`src/rtl/rf_wb_arbiter_pkg.sv`:
```
// Shared CPU defines for the register-file writeback arbiter.
package rf_wb_arbiter_pkg;

  localparam int unsigned RD_W           = 5;
  localparam int unsigned DATA_W         = 32;
  localparam int unsigned STARVE_MAX_DEF = 3;

  // Architectural zero register: never written.
  localparam logic [RD_W-1:0] REG_ZERO = RD_W'(0);

  // Arbitration priority state.
  typedef enum logic {
    PRIO_P = 1'b0,
    PRIO_M = 1'b1
  } arb_state_e;

  // Writeback payload as seen by the register-file write port.
  typedef struct packed {
    logic [RD_W-1:0]   rd;
    logic [DATA_W-1:0] data;
  } wb_req_t;

endpackage : rf_wb_arbiter_pkg

```
`src/rtl/rf_wb_arbiter.sv`:
```
// Two-port register-file writeback arbiter with starvation promotion of the
// long-latency (mul/div) port and a one-cycle registered write path.
module rf_wb_arbiter
  import rf_wb_arbiter_pkg::*;
#(
  parameter int unsigned STARVE_MAX = STARVE_MAX_DEF
) (
  input  logic              clk,
  input  logic              rst,
  input  logic              p_valid,
  input  logic [RD_W-1:0]   p_rd,
  input  logic [DATA_W-1:0] p_data,
  output logic              p_ready,
  input  logic              m_valid,
  input  logic [RD_W-1:0]   m_rd,
  input  logic [DATA_W-1:0] m_data,
  output logic              m_ready,
  output logic              RFWr,
  output logic [RD_W-1:0]   A3,
  output logic [DATA_W-1:0] WD,
  output logic              m_starved
);

  localparam int unsigned    CNT_W   = (STARVE_MAX >= 4) ? $clog2(STARVE_MAX + 1) : 2;
  localparam logic [CNT_W-1:0] CNT_MAX = CNT_W'(STARVE_MAX);
  localparam logic [CNT_W-1:0] CNT_PRE = CNT_W'(STARVE_MAX - 1);

  arb_state_e        state_q, state_d;
  logic [CNT_W-1:0]  cnt_q, cnt_d;
  logic              wr_en_q, wr_en_d;
  logic [RD_W-1:0]   a3_q, a3_d;
  logic [DATA_W-1:0] wd_q, wd_d;

  logic    p_xfer, m_xfer, m_stall;
  wb_req_t sel;

  // Grant: current priority holder wins a conflict; the other port waits.
  always_comb begin
    p_ready = p_valid;
    m_ready = m_valid & ~p_valid;
    if (state_q == PRIO_M) begin
      m_ready = m_valid;
      p_ready = p_valid & ~m_valid;
    end
  end

  assign p_xfer  = p_valid & p_ready;
  assign m_xfer  = m_valid & m_ready;
  assign m_stall = m_valid & ~m_ready;
  assign sel     = m_xfer ? wb_req_t'{rd: m_rd, data: m_data}
                          : wb_req_t'{rd: p_rd, data: p_data};

  // Wait counter and priority state transitions.
  always_comb begin
    state_d = state_q;
    cnt_d   = cnt_q;
    if (!m_valid || m_xfer) begin
      cnt_d = '0;
    end else if (m_stall && (cnt_q != CNT_MAX)) begin
      cnt_d = cnt_q + CNT_W'(1);
    end
    case (state_q)
      PRIO_P: if (m_stall && (cnt_q == CNT_PRE)) state_d = PRIO_M;
      PRIO_M: if (m_xfer || !m_valid) state_d = PRIO_P;
      default: state_d = PRIO_P;
    endcase
  end

  // Registered write port: x0 targets are accepted but suppressed; address
  // and data hold their last written values when no write issues.
  always_comb begin
    wr_en_d = (p_xfer || m_xfer) && (sel.rd != REG_ZERO);
    a3_d    = wr_en_d ? sel.rd   : a3_q;
    wd_d    = wr_en_d ? sel.data : wd_q;
  end

  // State and output registers; reset clears everything immediately.
  always_ff @(posedge clk or negedge rst) begin
    if (!rst) begin
      state_q <= PRIO_P;
      cnt_q   <= '0;
      wr_en_q <= 1'b0;
      a3_q    <= '0;
      wd_q    <= '0;
    end else begin
      state_q <= state_d;
      cnt_q   <= cnt_d;
      wr_en_q <= wr_en_d;
      a3_q    <= a3_d;
      wd_q    <= wd_d;
    end
  end

  assign RFWr      = wr_en_q;
  assign A3        = a3_q;
  assign WD        = wd_q;
  assign m_starved = (state_q == PRIO_M);

endmodule : rf_wb_arbiter
```
`config.mk`:
```
export PLATFORM = sky130hd
export DESIGN_NAME = rf_wb_arbiter
export DESIGN_NICKNAME = d
export VERILOG_FILES = /design/src/rtl/rf_wb_arbiter_pkg.sv /design/src/rtl/rf_wb_arbiter.sv
export SDC_FILE = /design/constraint.sdc
export NUM_CORES = 1
export LEC_CHECK = 0
export ABC_CLOCK_PERIOD_IN_PS = 2000
export CORE_MARGIN = 10
export CORE_UTILIZATION = 40
export CTS_BUF_LIST = sky130_fd_sc_hd__clkbuf_8
export DETAILED_ROUTE_END_ITERATION = 10
export PLACE_DENSITY = 0.9
export SLEW_MARGIN = 20
export SYNTH_ARGS = -nofsm -noshare
export SYNTH_HDL_FRONTEND = slang
export SYNTH_SLANG_ARGS = --single-unit
```
`constraint.sdc`:
```
create_clock -name clk -period 2 [get_ports clk]
set_clock_uncertainty 0.2 [all_clocks]
set_input_delay 0.4 -clock clk [delete_from_list [all_inputs] [get_ports clk]]
set_output_delay 0.4 -clock clk [all_outputs]
set_load 0.05 [all_outputs]
```
==> results of run 1 <==
-- layer usage --
metal  up-vias  GRT usage (%)  part of all wire [%]
met5         -              0                     0
met4         0          4.242                   1.5
met3        10          6.134                   7.8
met2        88          27.41                    48
met1       958          19.31                    43
li1       1006              -                     -
-- per-stage QoR --
step	cell area (sq um)	instances	hold slack [ns]	utilization, %	power (mW)
6_report	3675	413	0.3118	71.95	2.722
5_1_grt	3675	413	0.3346	71.95	2.833
4_1_cts	3676	413	0.3127	71.97	2.741
3_5_place_dp	3396	395	0.1805	66.49	1.909
3_3_place_gp	3396	395	0.1740	66.49	1.886
2_1_floorplan	2141	203	-0.09559	-	1.493
-- path summary, 6_finish.rpt --
check	startpoint	endpoint	slack (ns)
worst max-delay path	m_starved	m_ready	0.11
worst min-delay path	WD[6]	WD[6]	0.31
worst max register to register	m_starved	WD[22]	0.12
worst min register to register	WD[6]	WD[6]	0.31
max in group asynchronous	rst	WD[23]	0.71
min in group asynchronous	rst	A3[4]	0.41
-- logic make-up (layout without fill, tap and decap cells) --
| logic type | after synthesis | count (layout) | synth area share, % |
|---|---|---|---|
| AOI/OAI and AO/OA | 79 | 79 | 21.49 |
| DFF | 41 | 41 | 48.55 |
| muxes | 36 | 36 | 17.05 |
| and+or+nand+nor | 24 | 24 | 5.921 |
| buffers and inverters | 20 | 160 | 5.388 |
| adders and majority gates | 2 | 2 | 1.184 |
| xor gates and xnor gates | 1 | 1 | 0.4145 |
-- tightest hold or removal path, stage by stage, from the launching register on --
cell	delay, ns
dfrtp_1	0.34
o21ai_0	0.07
o21ai_0	0.06
-- flip-flops by register name (all words and copies together), names as in the netlist --
register,flops
A3,5
RFWr,1
WD,32
cnt_q,2
m_starved,1
-- what timing repair did --
action	in CTS	in global routing
cloned	2	0
endpoints found under the hold margin	19	0
endpoints found under the setup margin	36	9
pin swaps	7	4
setup buffers	7	0
gates resized for setup	25	10
hold buffers	1	0
-- report_power, final --
part / internal (mW) / switching (mW) / total, mW
clock: 0.503 / 0.303 / 0.806
combinational: 0.391 / 0.554 / 0.945
sequential: 0.919 / 0.0524 / 0.971
-- cell type report --
cell class              count  area, sq um
multi-input cells         142         1023
clock buffers               5        68.82
fillers                   394         1433
clock inverters             3        68.82
well taps                  70        87.58
repair buffers            148         1380
flip-flops and latches     41         1027
inverters                   4        18.77
-- cell usage in the layout, fill, tap and decap left out, drive strengths merged, types with 4 or more instances in the layout --
cell type and count:
buf 71, o21ai 67, clkdlybuf4s50 66, dfrtp 41, mux2i 36, nand2 7, clkbuf 7, nor2 6
dlygate4sd2 5, inv 4
==> metrics list, run 1 <==
- The tree is rooted in a clkbuf_8.
- After detailed routing, the average wire length per cell comes to ~17 microns.
- Run status: complete, no violations
- Starting utilization of the core area: 41.38%
- Entering global routing, the biggest net connects 23 pins.
* Max Clk Rate: about 530 MHz
- Standby leakage power: about 1.8 nW
- Compared with the post-synthesis result, the final layout area differs by 73.89%.
- Slew @ Worst Pin: 0.4848 ns
- Type of the worst setup path: flop to output port
- Top cell type's share of synthesized area: 48.55%
* Dominant cell type by area after synthesis: dfrtp_1
- The first routing iteration left 49 violations.
- Crit-path max FO: 8
- Fraction of layout cells with a size suffix above 1: approximately 30%
* Mean area per synthesized cell: ~10 sq um
- Counting flops and latches in the post-synthesis netlist gives a little over 40.
* Number of CTS-inserted buffers: 5
- Top cell family by delay on the critical path: flip-flops
- Counting every instance in the synthesized netlist gives ~200.
- The clock period could shrink to approximately 1.9 ns.
- The later pin in the worst-skew pair is clocked with a latency of roughly 0.29 ns.
- CP Data Arrival Time: around 1.3 ns
- After detailed routing, the number of remaining DRC violations is 0.
* Number of buffers added on ports: approximately 120
- Diodes inserted: 0
- The slowest stage of the critical path belongs to the cell dfrtp_2.
- The commonest cells after synthesis are 58 x o21ai_0, 41 x dfrtp_1, 36 x mux2i_1.
- Worst-path clk slew: 0.08 ns
- Global-route usage over all layers: between 10% and 20%
* H-tree level count: 2
- Number of optimization iterations in the first detailed-route pass: 4
- Synthesis Warnings: 0
- Critical Path Max Stage Delay: between 0.4 and 0.5 ns
* Final setup TNS: 0 ns
- Top-count cell post-synth: o21ai_0
- The hold violation total from the final report came to 0.
- Final Max Slew Viols: 0
- Count of flip-flops with a built-in enable after synthesis: 0
- Number of nets still failing antenna checks after routing: 0
- Instance count on the critical path: 4
- Setup repair after global routing left no endpoint under its margin.
- TritonCTS built the clock tree.
- In this run the cell area of the synthesized design comes to roughly 2100 sq um.
- Setup WS post-layout: 0.1068 ns
- Share of synthesized registers carrying an async set or reset: 100.0%
* Horizontal die dimension: between 90 and 100 microns
* Max-cap viol count: 0
* Power Density: ~740 nW/um^2
- Worst path buffer plus inverter count: 2
* DIE HEIGHT: slightly above 90 microns
- After the last flow step, the layout net total stands at 422.
- The first global-routing pass estimated 11.47 mm of wire.
- RePlAce Congestion: a little over 0.8
* Ranking of synthesized cells by area: dfrtp_1 49%, mux2i_1 17%, o21ai_0 14%
- Yosys mapped the design onto 30 distinct sky130hd cell types.
- For this design the top-level I/O count stands at 119.
- Core Region: a little over 5000 sq um
- Setup violations remaining at the end of the flow were counted as 0.
- CP required: 1.40 ns
- Sequential-to-total area share from yosys stat: between 40 and 50%
* Clock Tree Buf Depth: 2
* CP Cell Sequence: nand2b_4, nand2_4, clkinvlp_4, buf_12
* Initial antenna violation count: 0
- STA classifies the critical path endpoint as an output port.
* Die Area: approximately 8600 sq um
* Sum of routed wire length over all layers: roughly 7 mm
- The number of cells on the worst reg-to-reg path is 6.
* Ratio of final minimum period to clock period: a little over nine tenths
- Via count: approximately 2100
- The number of global-route vias before repair came to approximately 2300.
- Hold/Removal Path Class: flop to flop
* Sinks on the clock net: 41
* Synthesized net count: about 280
* Worst Setup Start Kind: flop
* Cell count of the worst hold path: 2
- Total half-perimeter wirelength after legalization and detailed placement: 5.585 mm
- Among all flip-flop cells after synthesis, the most frequent one is dfrtp_1.
- Relative max-transition margin: roughly two thirds
* Worst IR drop on VDD: between 0.0005 and 0.0006 V
- Placement row count: 26
- Pre-CTS setup slack: -0.5149 ns
- Total global routing overflow: 0
* Via-to-Cell Ratio: roughly 5
Power figures use the tool's default switching activity.
==> inputs of run 2 (changes only) <==
Settings changed: REMOVE_ABC_BUFFERS set to 1, SLEW_MARGIN 20 to 5.
==> metrics list, run 2 (synthesis results as in run 1) <==
- Run status: complete, no violations (unchanged).
* TritonCTS clock tree: done (unchanged)
* Clock latency of the later-clocked register in the worst-skew pair: 0.28 ns (was 0.29 ns)
* Clock power frac: 23.2% (was 29.6%)
* Pint: 1.643 mW (was 1.812 mW)
- Max-cap viol count: 0 (unchanged)
- Net switching component of the power: 0.8931 mW (was 0.9096 mW)
* Setup WS post-layout: 0.04726 ns (was 0.1068 ns)
- Fillers: 383 (was 394)
- The final layout net count is 426 (was 422).
* Max Clk Rate: 512.1 MHz (was 528.2 MHz)
- The post-route fraction of the period consumed by the critical path was 97.64% (was 94.66%).
* Die Area: 8591 sq um (unchanged)
* Via count of the first global-routing pass: 2369 (was 2322)
* Number of optimization iterations in the first detailed-route pass: 4 (unchanged)
- Standby leakage power: 1.820 nW (was 1.769 nW)
* Wire length on met3: 604 microns (was 544 microns)
* Fraction of layout cells with a size suffix above 1: 30.84% (was 29.74%)
* Violation count after the first detailed-route iteration: 56 (was 49)
- The number of cells on the worst reg-to-reg path was 7 (was 6).
* Pre-CTS setup slack: -0.5050 ns (was -0.5149 ns)
- The setup slack of the most critical reg-to-reg path came to 0.05 ns (was 0.12 ns).
- DIE HEIGHT: 92.69 microns (unchanged)
- Wire length of the first global-routing pass: 11.81 mm (was 11.47 mm)
- Starting utilization of the core area: 41.38% (unchanged)
- Crit-path slowest cell: dfrtp_1 (was dfrtp_2)
- The final instance count without filler cells is 417 (was 413).
- Largest register FFs: 32 (unchanged)
- Number of CTS-inserted buffers: 5 (unchanged)
* RePlAce Congestion: 0.7764 (was 0.8077)
- The hold violation total from the final report was 0 (unchanged).
* Type of the worst setup path: flop to flop (was flop to output port)
- Core Region: 5107 sq um (unchanged)
* Reg-to-reg critical path endpoint: WD[17] (was WD[22])
- Horizontal die dimension: 92.69 microns (unchanged)
- Detailed-routed wire length on met2: 3.950 mm (was 3.351 mm)
- Top cell family by delay on the critical path: compound AO/OA/AOI/OAI gates (was flip-flops)
- The cell area power density is 680.1 nW/um^2 (was 740.7 nW/um^2).
- Diodes inserted: 0 (unchanged)
- The sort of element at the start of the critical path was a flop (unchanged).
- The remaining global-route overflow is 0 (unchanged).
- The relative contribution of sequential cells to total power is 38.2% (was 35.7%).
- The total clock sinks is 41 (unchanged).
- The total I/O pin count came to 119 (unchanged).
* CP Data Arrival Time: 1.95 ns (was 1.29 ns)
- The half-perimeter wire length of the detailed placement result was 5.521 mm (was 5.585 mm).
- The global routing usage summed across all routing layers was 16.80% (was 16.37%).
- CP Cell Sequence: and2b_1, o211ai_2, a221oi_4, or2_4, buf_4, buf_12, o21ai_0 (was nand2b_4, nand2_4, clkinvlp_4, buf_12)
* Slew @ Worst Pin: 0.4720 ns (was 0.4848 ns)
- Root buffer cell: clkbuf_8 (unchanged)
- The initial antenna violation count was 0 (unchanged).
- The endpoint of the most critical setup path was WD[17] (was m_ready).
- The worst slew margin relative to its limit is 68.54% (was 67.68%).
- Combinational power share: 38.6% (was 34.7%)
- Total placed cells including tap cells: 393 (was 395)
- Cell count of the worst hold path: 1 (was 2)
- The worst hold-check path type was flop to flop (unchanged).
- The detail-routed via count per cell was 5.108 (was 4.993).
- Final Max Slew Viols: 0 (unchanged)
- The maximum cell stage delay along the critical path came to 0.37 ns (was 0.41 ns).
- The utilization of the core after routing was 73.00% (was 71.95%).
* Crit-path max FO: 9 (was 8)
- Commonest non-fill, non-tap cells in the layout: 66 x clkdlybuf4s50_1, 63 x buf_4, 48 x o21ai_0 (was 66 x clkdlybuf4s50_1, 63 x buf_4, 53 x o21ai_0).
* Start point of the critical path: m_starved (unchanged)
- The final critical delay including setup and external delays is 1.953 ns (was 1.893 ns).
* Maximum number of pins on one net before global-route repair: 33 (was 23)
* Worst path buffer plus inverter count: 2 (unchanged)
- Placement row count: 26 (unchanged)
* H-tree level count: 2 (unchanged)
* Detail-routed net length per standard cell: 17.68 microns (was 16.89 microns)
- The maximum vdd drop came to 0.0004453 V (was 0.0005677 V).
- The met1 wire length came to 2.757 mm (was 2.973 mm).
- The data required time at the worst endpoint came to 2.00 ns (was 1.40 ns).
* Instance count on the critical path: 7 (was 4)
* Final number of setup-violating endpoints: 0 (unchanged)
- The launch point of the worst reg-to-reg path is m_starved (unchanged).
- Storage cell area: 1026 sq um (was 1027 sq um)
- The via count of the routed design came to 2130 (was 2062).
- The area of the multi-input gates came to 1027 sq um (was 1023 sq um).
* Number of buffers added on ports: 118 (unchanged)
- The area added between synthesis and finish came to 76.44% (was 73.89%).
- Sum of routed wire length over all layers: 7.373 mm (was 6.976 mm)
* Top metal layer carrying routed signals: met4 (unchanged)
- The clock transition time at the flip-flop clock pins of the worst setup and hold paths came to 0.08 ns (about the same).
- Number of nets still failing antenna checks after routing: 0 (unchanged)
- The kind of end point of the critical path was a flop (was output port).
- The most common library cell in the layout ignoring fill and taps is clkdlybuf4s50_1 (unchanged).
* Clock Tree Buf Depth: 2 (unchanged)
- Switching power share of the total: 35.22% (was 33.42%)
* Remaining design rule violation count: 0 (unchanged)
* Final setup TNS: 0 ns (unchanged)
[run 2: cell types whose count changed in the layout (fill, tap and decap cells not counted), sizes merged]
cell and change:
clkinv +1, dlygate4sd2 -1, clkinvlp -1, dlymetal6s2s +2, buf +4, clkbuf +1, bufinv -2
[run 2: worst min path at each step]
stage / start / end / slack, ns
final: A3[1] / A3[1] / 0.31
after global routing: A3[1] / A3[1] / 0.33
after CTS: A3[1] / A3[1] / 0.31
after detailed placement: rst / WD[21] / 0.17
after global placement: rst / WD[11] / 0.16
after floorplan: rst / A3[0] / -0.1
[run 2: layout make-up]
cell class                      count  share of cell area [%]
Sequential cell                    41                   27.52
Tap cell                           70                   2.349
Multi-Input combinational cell    142                   27.55
Clock inverter                      1                  0.1342
Clock buffer                        7                   2.584
Timing Repair Buffer              152                   39.46
Inverter                            4                  0.4027
[run 2: what timing repair did]
item,in CTS,in global routing
setup endpoints to repair,37,33
gates cloned,3,0
gates resized for setup,22,24
hold buffers,1,0
buffers inserted,9,4
pin swaps,8,7
endpoints found under the hold margin,18,0
[run 2: stage by stage]
step                hold WS, ns  power, mW  area (sq um)
detailed placement       0.1750      1.906          3376
floorplan              -0.09559      1.469          2014
global route             0.3300      2.651          3729
CTS                      0.3110      2.542          3677
finish                   0.3064      2.536          3729
global placement         0.1650      1.884          3376
[run 2: power by group through the flow]
| stage | combinational (mW) | sequential [mW] | clock (mW) |
|---|---|---|---|
| floorplan | 0.171 | 1.30 | 0 |
| CTS | 0.974 | 0.969 | 0.599 |
| detailed placement | 0.922 | 0.984 | 0 |
| finish | 0.979 | 0.969 | 0.588 |
| global placement | 0.904 | 0.980 | 0 |
| global route | 1.03 | 0.981 | 0.637 |
[run 2: layer usage]
metal | global-route usage [%] | vias to the layer above
met5 | 0 | -
met4 | 3.728 | 0
met3 | 5.892 | 6
met2 | 31.59 | 87
met1 | 17.47 | 1021
li1 | - | 1016
==> inputs of run 3 (changes only) <==
Settings changed: CORE_MARGIN 10 to unset.
==> metrics list, run 3 (synthesis results as in run 1) <==
* Run status: complete, no violations (unchanged)
- The post-detailed-route wirelength per cell is 15.05 microns (was 17.68 microns).
* Root buffer cell: clkbuf_8 (unchanged)
- The total number of placement rows is 26 (unchanged).
- Commonest non-fill, non-tap cells in the layout: 66 x clkdlybuf4s50_1, 64 x buf_4, 43 x o21ai_0 (was 66 x clkdlybuf4s50_1, 63 x buf_4, 48 x o21ai_0)
- Worst IR drop on VDD: 0.0006152 V (was 0.0004453 V)
- Area Growth Syn to Fin: 79.63% (was 76.44%)
- The worst path buffer plus inverter count came to 3 (was 2).
- The critical path class was flop to flop (unchanged).
* Number of optimization iterations in the first detailed-route pass: 5 (was 4)
* Via count: 2156 (was 2130)
* H-tree level count: 2 (unchanged)
- Share of the core filled with cells: 74.33% (was 73.00%)
- CP Cell Sequence: and2b_2, o211ai_2, a221oi_4, or2_4, buf_12, buf_12, buf_16, o21ai_1 (was and2b_1, o211ai_2, a221oi_4, or2_4, buf_4, buf_12, o21ai_0)
- Total global routing overflow: 0 (unchanged)
- The cell area after placement is 3403 sq um (was 3376 sq um).
* Largest register FFs: 32 (unchanged)
- Non-filler cells, final: 420 (was 417)
- The antenna diode instance count came to 0 (unchanged).
- Hold Violations, Final: 0 (unchanged)
- Initial antenna violation count: 0 (unchanged)
* CP required: 2.01 ns (was 2.00 ns)
- Total half-perimeter wirelength after legalization and detailed placement: 4.408 mm (was 5.521 mm)
- Slew @ Worst Pin: 0.4844 ns (was 0.4720 ns)
* Core Region: 5107 sq um (unchanged)
* Instance count on the critical path: 8 (was 7)
- The cell at the slowest stage of the critical path is dfrtp_1 (unchanged).
* Relative max-transition margin: 67.71% (was 68.54%)
* Element type at the critical path end: flop (unchanged)
- The count of routing violations after the opening detailed-route iteration is 81 (was 56).
- Hold/Removal Path Class: flop to flop (unchanged)
* Ratio of final minimum period to clock period: 99.22% (was 97.64%)
- RSZ-0062 raised after global routing: true
- The leakage power figure came to 1.837 nW (was 1.820 nW).
- The total clock sinks was 41 (unchanged).
- The number of global-route vias before repair is 2215 (was 2369).
- Top cell family by delay on the critical path: simple AND/OR/NAND/NOR gates (was compound AO/OA/AOI/OAI gates)
- The routability congestion estimate from global placement came to 0.7586 (was 0.7764).
* Sum of routed wire length over all layers: 6.321 mm (was 7.373 mm)
- Post-route minimum period: 1.984 ns (was 1.953 ns)
- Worst Setup Start Kind: flop (unchanged)
* Pre-CTS setup slack: -0.4109 ns (was -0.5050 ns)
- The CTS tree is done (unchanged).
- The horizontal die dimension is 74.69 microns (was 92.69 microns).
- The number of cells on the worst reg-to-reg path is 8 (was 7).
* Worst reg2reg setup slack: 0.02 ns (was 0.05 ns)
- CP Data Arrival Time: 2.00 ns (was 1.95 ns)
- The pin count of the biggest net entering global routing is 33 (unchanged).
- Clock latency of the later-clocked register in the worst-skew pair: 0.28 ns (about the same)
* Number of nets still failing antenna checks after routing: 0 (unchanged)
* Net total in the final layout: 429 (was 426)
- The worst-case setup margin in the final layout was 0.01564 ns (was 0.04726 ns).
- Number of CTS-inserted buffers: 5 (unchanged)
- The global routing usage summed across all routing layers was 23.28% (was 16.80%).
* Final Hold Slack: 0.3064 ns (about the same)
- The height of the die was 74.69 microns (was 92.69 microns).
- The total I/O pin count is 119 (unchanged).
* Number of buffers added on ports: 118 (unchanged)
- Worst-path clk slew: 0.08 ns (about the same)
- Max Clk Rate: 503.9 MHz (was 512.1 MHz)
- Cell count of the worst hold path: 1 (unchanged)
- The most common library cell in the layout ignoring fill and taps is clkdlybuf4s50_1 (unchanged).
- The area enclosed by the die boundary is 5578 sq um (was 8591 sq um).
- Overall power after layout: 2.643 mW (was 2.536 mW)
* Crit-path max FO: 5 (was 9)
- Fraction of layout cells with a size suffix above 1: 32.57% (was 30.84%)
- The area of all placed cells without fillers came to 3796 sq um (was 3729 sq um).
* Via-to-Cell Ratio: 5.133 (was 5.108)
* Power Density: 696.3 nW/um^2 (was 680.1 nW/um^2)
- The maximum cell stage delay along the critical path is 0.38 ns (was 0.37 ns).
- The global-route wire length before repair is 9.804 mm (was 11.81 mm).
- The maximum buffer depth of the clock tree was 2 (unchanged).
* Max-cap viol count: 0 (unchanged)
- Among the stages of the critical path, the cell type that occurs most often is buf_12.
* Final setup TNS: 0 ns (unchanged)
- Remaining design rule violation count: 0 (unchanged)
- Final Max Slew Viols: 0 (unchanged)
- Starting utilization of the core area: 41.38% (unchanged)
- Total placed cells including tap cells: 395 (was 393)
- Final number of setup-violating endpoints: 0 (unchanged)
-- run 3: changes by cell type in the layout (fill, tap and decap cells not counted), moves of 2 or more --
cell / change
buf_16: +2
dlygate4sd2_1: +3
dlymetal6s2s_1: -2
o21ai_0: -5
o21ai_2: +5
-- run 3: path summary, 6_finish.rpt --
| kind | startpoint | endpoint |
|---|---|---|
| worst min-delay path | A3[1] | A3[1] |
| max in group asynchronous | rst | WD[29] |
| worst max register to register | m_starved | WD[12] |
| min in group asynchronous | rst | A3[4] |
| worst max-delay path | m_starved | WD[12] |
| worst min register to register | A3[1] | A3[1] |
-- run 3: where the power goes --
group          switching (mW)  leakage [nW]  internal (mW)
registers              0.0527         0.494          0.919
logic                   0.568          1.29          0.425
clock network           0.273        0.0574          0.406
total                   0.893          1.84           1.75
-- run 3: what timing repair did --
item / CTS / global route
setup buffers: 10 / 3
resized for setup: 29 / 25
pin swaps: 9 / 9
hold buffers: 1 / 0
setup endpoints to repair: 36 / 33
cloned: 4 / 0
endpoints found under the hold margin: 19 / 0
-- run 3: per-layer routing --
layer  up-vias  wire length [microns]  GRT usage [%]
met3        12                    399          4.953
met5         -                      0              0
met2       101                   3406          42.64
met1      1014                   2407          26.97
li1       1029                      -              -
met4         0                    107          7.757
-- run 3: worst register-to-register path, stage by stage (launching register included) --
cell and delay [ns]:
dfrtp_1 0.38, and2b_2 0.24, o211ai_2 0.23, a221oi_4 0.10, or2_4 0.27, buf_12 0.13
buf_12 0.12, buf_16 0.13, o21ai_1 0.12
-- run 3: cell type report --
type                       count  area [sq um]
sequential                    41          1026
tap                           70         87.58
timing repair buffer         155          1509
fill                         388          1311
inverter                       4         15.01
clock inverter                 2         37.54
clock buffer                   6         82.58
multi-input combinational    142          1039
